<file path="src/rtl/bt656cap_dma_if.sv">
// FML write-burst bus between the capture DMA scheduler (master) and the memory
// controller (slave).
interface bt656cap_dma_if #(
  parameter int fml_depth = 27
);
  logic [fml_depth-1:0] fml_adr;
  logic                 fml_stb;
  logic                 fml_we;
  logic [7:0]           fml_sel;
  logic [63:0]          fml_do;
  logic                 fml_ack;

  modport master (
    output fml_adr, fml_stb, fml_we, fml_sel, fml_do,
    input  fml_ack
  );

  modport slave (
    input  fml_adr, fml_stb, fml_we, fml_sel, fml_do,
    output fml_ack
  );
endinterface

</file>
<file path="src/rtl/bt656cap_dma.sv">
// BT.656 capture write-side DMA: packs RGB565 pixels into 4-beat FML bursts via a
// ping-pong buffer and sequences frame start, burst addressing and frame end.
module bt656cap_dma #(
  parameter int fml_depth = 27
) (
  input  logic                 sys_clk,
  input  logic                 sys_rst,
  input  logic                 v_stb,
  input  logic                 v_sof,
  input  logic [15:0]          v_pixel,
  input  logic [fml_depth-6:0] fml_adr_base,
  input  logic                 last_burst,
  output logic                 start_of_frame,
  output logic                 next_burst,
  output logic                 in_frame,
  output logic                 overflow,
  bt656cap_dma_if.master       fml
);
  // state  | meaning
  // IDLE   | wait for a full drain bank; frame end is taken here
  // REQ    | fml_stb high, address held until fml_ack
  // DAT0-3 | beat k of the drain bank on fml_do
  typedef enum logic [2:0] {
    S_IDLE, S_REQ, S_DAT0, S_DAT1, S_DAT2, S_DAT3
  } state_t;

  state_t               state_q, state_d;
  logic                 fill_bank_q, fill_bank_d;
  logic [3:0]           fill_idx_q, fill_idx_d;
  logic [1:0]           full_q, full_d;
  logic                 drain_bank_q, drain_bank_d;
  logic [14:0]          offset_q, offset_d;
  logic                 overflow_q, overflow_d;
  logic                 in_frame_q, in_frame_d;
  logic                 sof_q, sof_d;
  logic                 next_burst_q, next_burst_d;
  logic                 abort_q, abort_d;
  logic [fml_depth-1:0] adr_q, adr_d;
  logic                 stb_q, stb_d;
  logic [63:0]          do_q, do_d;
  logic [63:0]          buf_q [0:7];
  logic [63:0]          buf_d [0:7];

  logic                 sof_in, busy, burst_done, burst_go;
  logic [fml_depth-6:0] adr_sum;
  logic [2:0]           wr_sel;
  logic [5:0]           lane_lsb;

  assign sof_in     = v_stb & v_sof;
  assign busy       = (state_q != S_IDLE);
  assign burst_done = (state_q == S_DAT3);
  assign adr_sum    = fml_adr_base + {{(fml_depth-20){1'b0}}, offset_q};
  // next_burst_q gives the control side one cycle to raise last_burst
  assign burst_go   = (state_q == S_IDLE) && full_q[drain_bank_q] && in_frame_q &&
                      !last_burst && !next_burst_q && !sof_in;

  always_ff @(posedge sys_clk) begin
    if (!sys_rst) state_q <= S_IDLE;
    else          state_q <= state_d;
  end

  always_comb begin
    state_d = state_q;
    unique case (state_q)
      S_IDLE:  if (burst_go) state_d = S_REQ;
      S_REQ:   if (fml.fml_ack) state_d = S_DAT0;
      S_DAT0:  state_d = S_DAT1;
      S_DAT1:  state_d = S_DAT2;
      S_DAT2:  state_d = S_DAT3;
      S_DAT3:  state_d = S_IDLE;
      default: state_d = S_IDLE;
    endcase
  end

  always_comb begin
    stb_d = (state_d == S_REQ);
    unique case (state_d)
      S_DAT0:  do_d = buf_q[{drain_bank_q, 2'd0}];
      S_DAT1:  do_d = buf_q[{drain_bank_q, 2'd1}];
      S_DAT2:  do_d = buf_q[{drain_bank_q, 2'd2}];
      S_DAT3:  do_d = buf_q[{drain_bank_q, 2'd3}];
      default: do_d = '0;
    endcase
  end

  always_comb begin
    fill_bank_d  = fill_bank_q;
    fill_idx_d   = fill_idx_q;
    full_d       = full_q;
    drain_bank_d = drain_bank_q;
    offset_d     = offset_q;
    overflow_d   = overflow_q;
    in_frame_d   = in_frame_q;
    sof_d        = 1'b0;
    next_burst_d = 1'b0;
    abort_d      = abort_q;
    adr_d        = adr_q;
    buf_d        = buf_q;
    wr_sel       = '0;
    lane_lsb     = '0;

    // sof_q masks a last_burst still left over from the previous frame
    if (state_q == S_IDLE && last_burst && !sof_q) begin
      in_frame_d = 1'b0;
      full_d     = 2'b00;
    end

    if (burst_done) begin
      full_d[drain_bank_q] = 1'b0;
      drain_bank_d         = ~drain_bank_q;
      abort_d              = 1'b0;
      if (!abort_q && !sof_in) begin
        offset_d     = offset_q + 15'd1;
        next_burst_d = 1'b1;
      end
    end

    // a burst already on the bus keeps its bank; the new frame fills the other one
    if (sof_in) begin
      full_d = 2'b00;
      if (busy && !burst_done) full_d[drain_bank_q] = 1'b1;
      abort_d     = busy && !burst_done;
      fill_bank_d = busy ? ~drain_bank_q : drain_bank_q;
      fill_idx_d  = '0;
      offset_d    = '0;
      overflow_d  = 1'b0;
      in_frame_d  = 1'b1;
      sof_d       = 1'b1;
    end

    if (v_stb && (in_frame_q || sof_in)) begin
      if (full_d[fill_bank_d]) begin
        overflow_d = 1'b1;
      end else begin
        wr_sel   = {fill_bank_d, fill_idx_d[3:2]};
        lane_lsb = {~fill_idx_d[1:0], 4'b0000};
        buf_d[wr_sel][lane_lsb +: 16] = v_pixel;
        if (fill_idx_d == 4'd15) begin
          full_d[fill_bank_d] = 1'b1;
          fill_bank_d         = ~fill_bank_d;
        end
        fill_idx_d = fill_idx_d + 4'd1;
      end
    end

    if (burst_go) adr_d = {adr_sum, 5'b00000};
  end

  always_ff @(posedge sys_clk) begin
    if (!sys_rst) begin
      fill_bank_q  <= 1'b0;
      fill_idx_q   <= '0;
      full_q       <= '0;
      drain_bank_q <= 1'b0;
      offset_q     <= '0;
      overflow_q   <= 1'b0;
      in_frame_q   <= 1'b0;
      sof_q        <= 1'b0;
      next_burst_q <= 1'b0;
      abort_q      <= 1'b0;
      adr_q        <= '0;
      stb_q        <= 1'b0;
      do_q         <= '0;
    end else begin
      fill_bank_q  <= fill_bank_d;
      fill_idx_q   <= fill_idx_d;
      full_q       <= full_d;
      drain_bank_q <= drain_bank_d;
      offset_q     <= offset_d;
      overflow_q   <= overflow_d;
      in_frame_q   <= in_frame_d;
      sof_q        <= sof_d;
      next_burst_q <= next_burst_d;
      abort_q      <= abort_d;
      adr_q        <= adr_d;
      stb_q        <= stb_d;
      do_q         <= do_d;
    end
  end

  always_ff @(posedge sys_clk) begin
    buf_q <= buf_d;
  end

  assign start_of_frame = sof_q;
  assign next_burst     = next_burst_q;
  assign in_frame       = in_frame_q;
  assign overflow       = overflow_q;
  assign fml.fml_adr    = adr_q;
  assign fml.fml_stb    = stb_q;
  assign fml.fml_we     = 1'b1;
  assign fml.fml_sel    = 8'hff;
  assign fml.fml_do     = do_q;
endmodule

</file>
<file path="src/flat_wrapper.sv">
// flat-port wrapper written by rule: the top's interface ports become plain ports
module bt656cap_dma_flat 
#(
  parameter int fml_depth = 27
)
  (sys_clk, sys_rst, v_stb, v_sof, v_pixel, fml_adr_base, last_burst, start_of_frame, next_burst, in_frame, overflow, fml_fml_adr, fml_fml_stb, fml_fml_we, fml_fml_sel, fml_fml_do, fml_fml_ack);
  bt656cap_dma_if #(.fml_depth(fml_depth)) fml_i ();
  input  logic sys_clk;
  input  logic sys_rst;
  input  logic v_stb;
  input  logic v_sof;
  input  logic [15:0] v_pixel;
  input  logic [fml_depth-6:0] fml_adr_base;
  input  logic last_burst;
  output logic start_of_frame;
  output logic next_burst;
  output logic in_frame;
  output logic overflow;
  output wire logic [$bits(fml_i.fml_adr)-1:0] fml_fml_adr;
  output wire logic [$bits(fml_i.fml_stb)-1:0] fml_fml_stb;
  output wire logic [$bits(fml_i.fml_we)-1:0] fml_fml_we;
  output wire logic [$bits(fml_i.fml_sel)-1:0] fml_fml_sel;
  output wire logic [$bits(fml_i.fml_do)-1:0] fml_fml_do;
  input wire logic [$bits(fml_i.fml_ack)-1:0] fml_fml_ack;
  assign fml_fml_adr = fml_i.fml_adr;
  assign fml_fml_stb = fml_i.fml_stb;
  assign fml_fml_we = fml_i.fml_we;
  assign fml_fml_sel = fml_i.fml_sel;
  assign fml_fml_do = fml_i.fml_do;
  assign fml_i.fml_ack = fml_fml_ack;
  bt656cap_dma #(.fml_depth(fml_depth)) u_core (.sys_clk(sys_clk), .sys_rst(sys_rst), .v_stb(v_stb), .v_sof(v_sof), .v_pixel(v_pixel), .fml_adr_base(fml_adr_base), .last_burst(last_burst), .start_of_frame(start_of_frame), .next_burst(next_burst), .in_frame(in_frame), .overflow(overflow), .fml(fml_i));
endmodule
</file>
<file path="config.mk">
export PLATFORM = sky130hd
export DESIGN_NAME = bt656cap_dma_flat
export DESIGN_NICKNAME = d
export VERILOG_FILES = /design/src/rtl/bt656cap_dma_if.sv /design/src/rtl/bt656cap_dma.sv /design/src/flat_wrapper.sv
export SDC_FILE = /design/constraint.sdc
export NUM_CORES = 1
export LEC_CHECK = 0
export ABC_AREA = 1
export CAP_MARGIN = 20
export CORE_UTILIZATION = 59
export DETAILED_ROUTE_END_ITERATION = 7
export PLACE_DENSITY = 0.89
export SYNTH_ARGS = -nofsm -noshare
export SYNTH_HDL_FRONTEND = slang
export SYNTH_SLANG_ARGS = --single-unit
</file>
<file path="constraint.sdc">
create_clock -name sys_clk -period 3.8 [get_ports sys_clk]
set_input_delay 0.76 -clock sys_clk [delete_from_list [all_inputs] [get_ports sys_clk]]
set_output_delay 0.76 -clock sys_clk [all_outputs]
set_load 0.01 [all_outputs]
</file>
-- After elaboration in Yosys (flattened, before gate mapping)
Cells that the tools add are included.
- equality and inequality tests: 11
- add/subtract/negate cells: 4
- muxes and demuxes: 51
- bitwise operators: 14
- shift-type cells: 2
- div/mod/pow operators: 0
- reductions and logical operators: 28
- multiply operators: 0
- order comparisons: 10
- operator list (operator ; count):
    64-bit binary-select mux with 3-bit select ; 4
    64-bit 2-to-1 mux ; 9
    512-bit bitwise mux ; 1
    64-bit one-hot mux with 4 select lines ; 1
    64-bit demux with 3-bit select ; 1
    16-bit by 8-bit variable shift with 64-bit output, first input constant ; 1
    16-bit by 8-bit variable part select with 64-bit output ; 1
    22-bit by 15-bit adder with 22-bit output ; 1
    4-bit greater-or-equal comparator, second input constant ; 5
    1-bit 2-to-1 mux ; 20
    3-bit inverter with 4-bit output ; 5
    15-bit by 1-bit adder with 15-bit output, second input constant ; 1
    3-bit one-hot mux with 5 select lines ; 1
    2-bit 2-to-1 mux ; 7
    1-bit logical AND ; 13
    3-bit by 2-bit equality test with 1-bit output, second input constant ; 4
    3-bit equality test, second input constant ; 4
    4-bit 2-to-1 mux ; 3
    6-bit negator with 8-bit output ; 1
    3-bit by 1-bit equality test with 1-bit output, second input constant ; 2
    1-bit zero test ; 6
    3-bit 2-to-1 mux ; 2
    2-bit AND reduction ; 3
    4-bit by 1-bit adder with 4-bit output, second input constant ; 1
    15 further kinds ; 23
- logic and storage cells: 142
- register bits: 630
- output and inout port bits: 105
- bits in latches: 0
- bits in read-only memories: 0
- memories kept: 0
- bits of input ports: 44
- RAM bits: 0

-- Logic depth before layout (Yosys ltp)
Gate-level depths: netlist (run 1).
- word-level depth: 12
- mapped depth: 14
- mapped depth without buffers: 14

-- Worst setup path after synthesis (run 1)
No wires, ideal clock.
- path type: input -> register
- start: input port v_sof
- end: register u_core.buf_q[0] in the netlist's numbering, enable pin
- path buffers: 2
- data required time: 3.412 ns
- stages on the path: 8
- arrival time: 2.657 ns
- slack: 0.755 ns
- setup time: 0.388 ns
- path through: nand2_1 -> buf_2 -> nand2_1 -> clkinv_1 -> buf_1 -> ha_1 -> nand2_4 -> nor2_1
- word-level cells in the longest chain between the ends: 6
- elaborated cells between the ends (all ways): 9
- classes of those cells: 4 x mux; 2 x bitwise; 3 x reduce/logical
- ends and longest elaborated chain (element ; RTL line ; source):
    from (decl) ; flat_wrapper.sv:11 ; input logic v_sof;
    1-bit AND * ; bt656cap_dma.sv:49 ; assign sof_in = v_stb & v_sof;
    2-bit 2-to-1 mux / 1-bit 2-to-1 mux (equally long branches) ; bt656cap_dma.sv:119 ; if (sof_in) begin
    1-bit 2-to-1 mux (implied by the code) (2 in series) ; bt656cap_dma.sv:132 ; if (full_d[fill_bank_d]) begin
    1-bit inverter (no source line) ; - ;
    2-bit AND reduction (no source line) * ; - ;
    to (signal assigned) ; bt656cap_dma.sv:182 ; buf_q <= buf_d;
    to (decl) ; bt656cap_dma.sv:41 ; logic [63:0] buf_q [0:7];
Every way passes the cells marked *; elsewhere a longest branch is shown, timed or not. The select of a mux whose other input is x is not followed.
A chain may end at the register's enable or synchronous reset.

-- Worst setup path after layout (run 1)
- start: input port v_sof
- end: register u_core.buf_q[478] in the netlist's numbering, enable pin
The elaborated chain is that of the path after synthesis.

==> impl_metrics.csv, run 1 <==
group,metric,value,unit
clock_tree,path_clk_slew,0.06,ns
routing,drtIter0Drc,2078,
global_route,grt_pass1_vias,17300,
floorplan,die_y,209,um
finish,seq_area,17700,um^2
sta,skew,0.0210,ns
routing,avgViaCountPerCell,6.16,
sta,setup_tns,0,ns
power,vdd_drop_max,0.367,mV
clock_tree,cts_inserted_buffers,60,
synthesis,synthesis.area,25300,um^2
sta,max-slew-margin-rel,0.260,
critical_path,cp_slowest_cell,"clkdlybuf4s50_1",
critical_path,arrival,3.35,ns
critical_path,worstPathMaxFanout,16,
critical_path,slowest_delay,0.48,ns
clock_tree,clkLatencyLatePin,0.64,ns
finish,n_antenna_cell,0,
finish,layout-drive-gt1-share,0.136,
place,place.gp.congestion,0.889,
global_route,grt_max_degree,114,
clock_tree,cts_tree,"built",
global_route,grt_pass1_wl,95900,um
sta,rsz0062_at_grt,"false",
place,io_buffers,134,
floorplan,std_cell_rows,75,
sta,fmax,329,MHz
synthesis,syn_inst,2119,
routing,vias,17600,
sta,drv_slew,0,
global_route,top_usage_layer,"met2",
routing,routed_wl,63200,um
finish,fillers,2684,
synthesis,synth_area_leaders,"edfxtp_1, dfxtp_1, nand2_1, o211ai_1, a21oi_1",
clock_tree,clock-root-buffer,"clkbuf_16",
global_route,use_met1,0.364,
routing,drc,0,
sta,worst_slew_pin_slew,1.11,ns
clock_tree,cts_hold_buf,0,
clock_tree,cts_setup_buffers,0,
routing,firstDrtPassIters,6,
synthesis,synth_top_area_frac,0.609,
global_route,use_met2,0.481,
sta,setup_viol,0,
critical_path,crit_type,"in -> reg",
hold_path,min_path_type,"reg -> reg",
clock_tree,clk_path_buf_depth,3,
synthesis,synth_area_leader_cell,"edfxtp_1",
finish,layout.nets,2337,
routing,ant_nets,0,
synthesis,yosys_warnings,0,
synthesis,synth-seq-cells,630,
run_status,status,"complete, no violations",
floorplan,initial_utilization,0.601,
clock_tree,htree_levels,2,
sta,final_hold_viol_count,0,
global_route,grt_overflow,0,
power,leakage,10.2,nW
finish,fin_util,0.697,
sta,fin_ws,0.758,ns
synthesis,synth.distinct_cells,42,
clock_tree,cts_resized,0,
critical_path,cp_cell_sequence,"clkdlybuf4s50_1, nand2_1, buf_4, inv_1, nand3_1, nand2_2, inv_2, nand2_2, nand2_4, nor2_8, nand2_4, nor2_1, buf_4",
sta,fin_crit,3.04,ns
flow_run,maxCapViolations,0,
global_route,antenna_found_initial,0,
synthesis,avgSynthCellArea,11.9,um^2
critical_path,required,4.11,ns
floorplan,die_x,209,um
place,post-place-ws,0.174,ns
clock_tree,cts.sinks,630,
finish,multi_input_area,6710,um^2
critical_path,r2r_setup_slack,0.80,ns
critical_path,end_kind,"register",
floorplan,ios,149,
finish,synthToLayoutAreaGrowth,16.0,%
global_route,met3_usage,0.0585,
place,place_hpwl,37200,um
power,power_density,474,nW/um^2
synthesis,ys_seq_area_frac,0.702,
critical_path,cp-start-kind,"input pin",
routing,drt-wirelength-per-cell,22.1,um
floorplan,dieArea,43600,um^2
sta,fin_crit_sh,0.800,
floorplan,core,42000,um^2
global_route,track_usage,0.290,
[cells by family (layout without fill, tap and decap cells)]
group           Yosys count  after routing  synth area share
simple gates            835            835             0.150
flops                   630            630             0.702
compound gates          403            403            0.0970
buf+inv                 214            405            0.0351
fa+ha+maj                22             22            0.0112
xor+xnor                 13             13           0.00451
other cells               2             14          0.000297
[cell usage after synthesis (all sizes together)]
master,count
xnor2,6
nor4b,1
edfxtp,512
dfxtp,118
o211ai,130
ha,21
nor3b,2
nand2,387
a22oi,1
nand3,38
a21oi,166
nor3,70
and2,1
a21o,2
o31ai,1
o21ai,31
nand4,10
clkbuf,77
buf,47
a31oi,65
a211oi,3
conb,2
inv,88
fa,1
xor2,7
or2,131
clkinv,2
nor2,189
o21a,4
nor4,6
[final timing paths]
path	from	end	cells past startpoint
setup reg to reg	u_core.drain_bank_q$_SDFFE_PN0P_	u_core.fml.fml_do[58]$_SDFF_PN0_	6
hold / removal	u_core.fml.fml_adr[5]$_SDFFE_PN0P_	u_core.fml.fml_adr[5]$_SDFFE_PN0P_	2
setup / recovery	v_sof	u_core.buf_q[478]$_DFFE_PP_	13
hold reg to reg	u_core.fml.fml_adr[5]$_SDFFE_PN0P_	u_core.fml.fml_adr[5]$_SDFFE_PN0P_	2
[state kept, by name, indices dropped and copies added (netlist names)]
register and count:
u_core.drain_bank_q 1, u_core.abort_q 1, u_core.state_q 3, u_core.next_burst 1, u_core.overflow 1, u_core.full_q 2, u_core.in_frame 1, u_core.fml.fml_adr 22
u_core.fill_bank_q 1, u_core.fml.fml_do 64, u_core.fill_idx_q 4, u_core.offset_q 15, u_core.fml.fml_stb 1, u_core.start_of_frame 1, u_core.buf_q 512
[cell type report]
class | count | share of cell area
Tap cell | 539 | 0.0230
Clock inverter | 28 | 0.0101
Multi-Input combinational cell | 1287 | 0.229
Sequential cell | 630 | 0.605
Timing Repair Buffer | 202 | 0.0636
Inverter | 90 | 0.0117
Clock buffer | 85 | 0.0572
[cell usage in the layout (no fill, tap or decap), types with 5 or more instances in the layout]
cell,instances
clkdlybuf4s50_1,134
a21oi_1,166
inv_2,5
xnor2_1,6
dfxtp_1,117
nand4_1,10
nand2_1,377
a31oi_1,65
clkbuf_16,61
o21ai_0,28
clkinv_2,8
clkbuf_1,18
bufinv_16,5
or2_2,131
o211ai_1,130
ha_1,21
nand2_2,5
edfxtp_1,512
nor2_1,184
inv_1,82
clkbuf_8,6
nor3_1,68
nand2_4,5
conb_1,14
clkinv_1,10
buf_4,67
nand3_1,36
xor2_1,7
[where the power goes]
group | total [mW] | switching [mW] | leakage, nW | internal, mW
logic | 0.421 | 0.299 | 3.63 | 0.122
registers | 7.49 | 0.00888 | 5.56 | 7.49
clock network | 5.98 | 2.56 | 0.961 | 3.42
total | 13.9 | 2.87 | 10.2 | 11.0
[per-layer routing]
metal  vias up  wire length (um)
li1       7813                 -
met1      8438             22600
met3       211              6760
met2      1164             30800
met5         -                 0
met4         0              3050
[stage by stage]
step | cell area [um^2] | total power, mW | hold slack, ns | instances
after CTS | 29300 | 13.9 | 0.493 | 2861
final | 29300 | 13.9 | 0.498 | 2861
after global placement | 27300 | 8.03 | 0.468 | 2748
after floorplan | 25300 | 7.84 | 0.461 | 2131
after detailed placement | 27300 | 8.05 | 0.474 | 2748
after global routing | 29300 | 14.2 | 0.527 | 2861
[critical path: cells and delay by family]
kind	cells	cell delay, ns
buf+inv	5	1.30
simple gates	8	1.26
Note: power is estimated with default switching activity, not from simulation.
==> run 2: changes to the inputs <==
CORE_UTILIZATION = 54   (was 59)
PLACE_DENSITY = 0.86   (was 0.89)
clock period = 2.7 ns   (was 3.8 ns; I/O delays follow)
==> impl_metrics.csv, run 2 (synthesis gave the netlist of run 1 again) <==
group,metric,value,unit
run_status,status,"complete, no violations",
finish,top_register,"u_core.buf_q",
finish,fillers,2999,
routing,ant_nets,0,
hold_path,hold_depth,2,
sta,drv_slew,0,
place,place_hpwl,35900,um
power,power_density,640,nW/um^2
clock_tree,htree_levels,2,
critical_path,arrival,2.75,ns
floorplan,dieArea,47600,um^2
sta,setup_tns,0,ns
floorplan,initial_utilization,0.552,
critical_path,crit_type,"reg -> reg",
sta,worst_slew_pin_slew,1.07,ns
finish,largest_reg_flops,512,
sta,fin_crit,2.44,ns
sta,setup_viol,0,
sta,fin_crit_sh,0.904,
finish,layout-drive-gt1-share,0.163,
global_route,grt_overflow,0,
critical_path,end_kind,"register",
finish,synthToLayoutAreaGrowth,20.0,%
clock_tree,clkLatencyLatePin,0.62,ns
finish,n_antenna_cell,0,
sta,fmax,410,MHz
finish,final_common_cell,"edfxtp_1",
global_route,track_usage,0.256,
floorplan,core,45800,um^2
global_route,grt_pass1_vias,16900,
place,place.gp.congestion,0.869,
routing,vias,17300,
clock_tree,clock-root-buffer,"clkbuf_16",
global_route,antenna_found_initial,0,
sta,rsz0062_at_grt,"false",
finish,layout.nets,2386,
place,io_buffers,134,
clock_tree,cts_hold_buf,0,
clock_tree,cts_setup_buffers,0,
routing,drc,0,
routing,drtIter0Drc,1944,
routing,firstDrtPassIters,5,
floorplan,std_cell_rows,78,
sta,hold_slack,0.489,ns
power,leakage,10.5,nW
clock_tree,cts_tree,"built",
clock_tree,path_clk_slew,0.06,ns
floorplan,die_x,218,um
hold_path,worstHoldStart,"u_core.fml.fml_adr[5]$_SDFFE_PN0P_",
critical_path,required,3.01,ns
critical_path,reg2regPathDepth,11,
sta,max-slew-margin-rel,0.285,
routing,drt-wirelength-per-cell,20.5,um
global_route,grt_pass1_wl,92700,um
finish,final_cell_mix,"edfxtp_1, nand2_1, nor2_1",
critical_path,worstPathMaxFanout,16,
routing,routed_wl,60700,um
floorplan,die_y,218,um
hold_path,min_path_type,"reg -> reg",
floorplan,ios,149,
critical_path,r2r_start,"u_core.state_q[2]$_SDFF_PN0_",
clock_tree,cts_inserted_buffers,59,
sta,skew,0.0242,ns
clock_tree,cts_resized,0,
critical_path,cp-start-kind,"register",
routing,avgViaCountPerCell,5.82,
power,vdd_drop_max,0.526,mV
flow_run,maxCapViolations,0,
critical_path,crit_start,"u_core.state_q[2]$_SDFF_PN0_",
clock_tree,cts.sinks,630,
sta,final_hold_viol_count,0,
global_route,grt_max_degree,141,
clock_tree,clk_path_buf_depth,3,
==> run 2: final timing paths <==
kind                                        endpoint  slack [ns]
setup reg to reg         u_core.buf_q[377]$_DFFE_PP_        0.26
hold / removal    u_core.fml.fml_adr[5]$_SDFFE_PN0P_        0.49
hold reg to reg   u_core.fml.fml_adr[5]$_SDFFE_PN0P_        0.49
setup / recovery         u_core.buf_q[377]$_DFFE_PP_        0.26
==> run 2: where the power goes <==
part / switching (mW) / internal (mW) / leakage [nW]
combinational: 0.412 / 0.219 / 4.03
sequential: 0.0135 / 10.5 / 5.56
clock: 3.45 / 4.77 / 0.927
==> run 2: area by class of cell <==
cell class | instances | area, um^2 | area share
tap | 600 | 751 | 0.0248
clock buffer | 85 | 1590 | 0.0526
multi-input combinational | 1287 | 6860 | 0.226
timing repair buffer | 252 | 2700 | 0.0892
clock inverter | 25 | 313 | 0.0103
inverter | 90 | 343 | 0.0113
sequential | 630 | 17700 | 0.585
==> run 2: per-stage QoR <==
| stage | setup slack (ns) | std cells | utilization | cell area, um^2 | power (mW) |
|---|---|---|---|---|---|
| floorplan | -0.125 | 2131 | - | 25500 | 11.1 |
| global placement | -0.188 | 2859 | 0.620 | 28400 | 11.4 |
| detailed placement | -0.274 | 2859 | 0.620 | 28400 | 11.4 |
| CTS | 0.251 | 2969 | 0.662 | 30300 | 19.5 |
| global route | 0.0931 | 2969 | 0.662 | 30300 | 19.9 |
| finish | 0.258 | 2969 | 0.662 | 30300 | 19.4 |
==> run 2: layer usage <==
layer / GRT usage / vias up / routed length, um
met1: 0.323 / 8312 / 23100
met5: 0 / - / 0
li1: - / 7913 / -
met3: 0.0415 / 163 / 5410
met4: 0.118 / 0 / 2500
met2: 0.432 / 880 / 29800
==> run 2: critical path, cell delays in order, from the launching register on <==
cell     delay (ns)
dfxtp_1        0.58
inv_2          0.17
nand2_2        0.20
nand2_1        0.07
nand3_1        0.09
nand2_2        0.08
nand2_1        0.14
nand2_4        0.09
nor2_8         0.19
nand2_4        0.11
nor2_1         0.22
buf_12         0.20
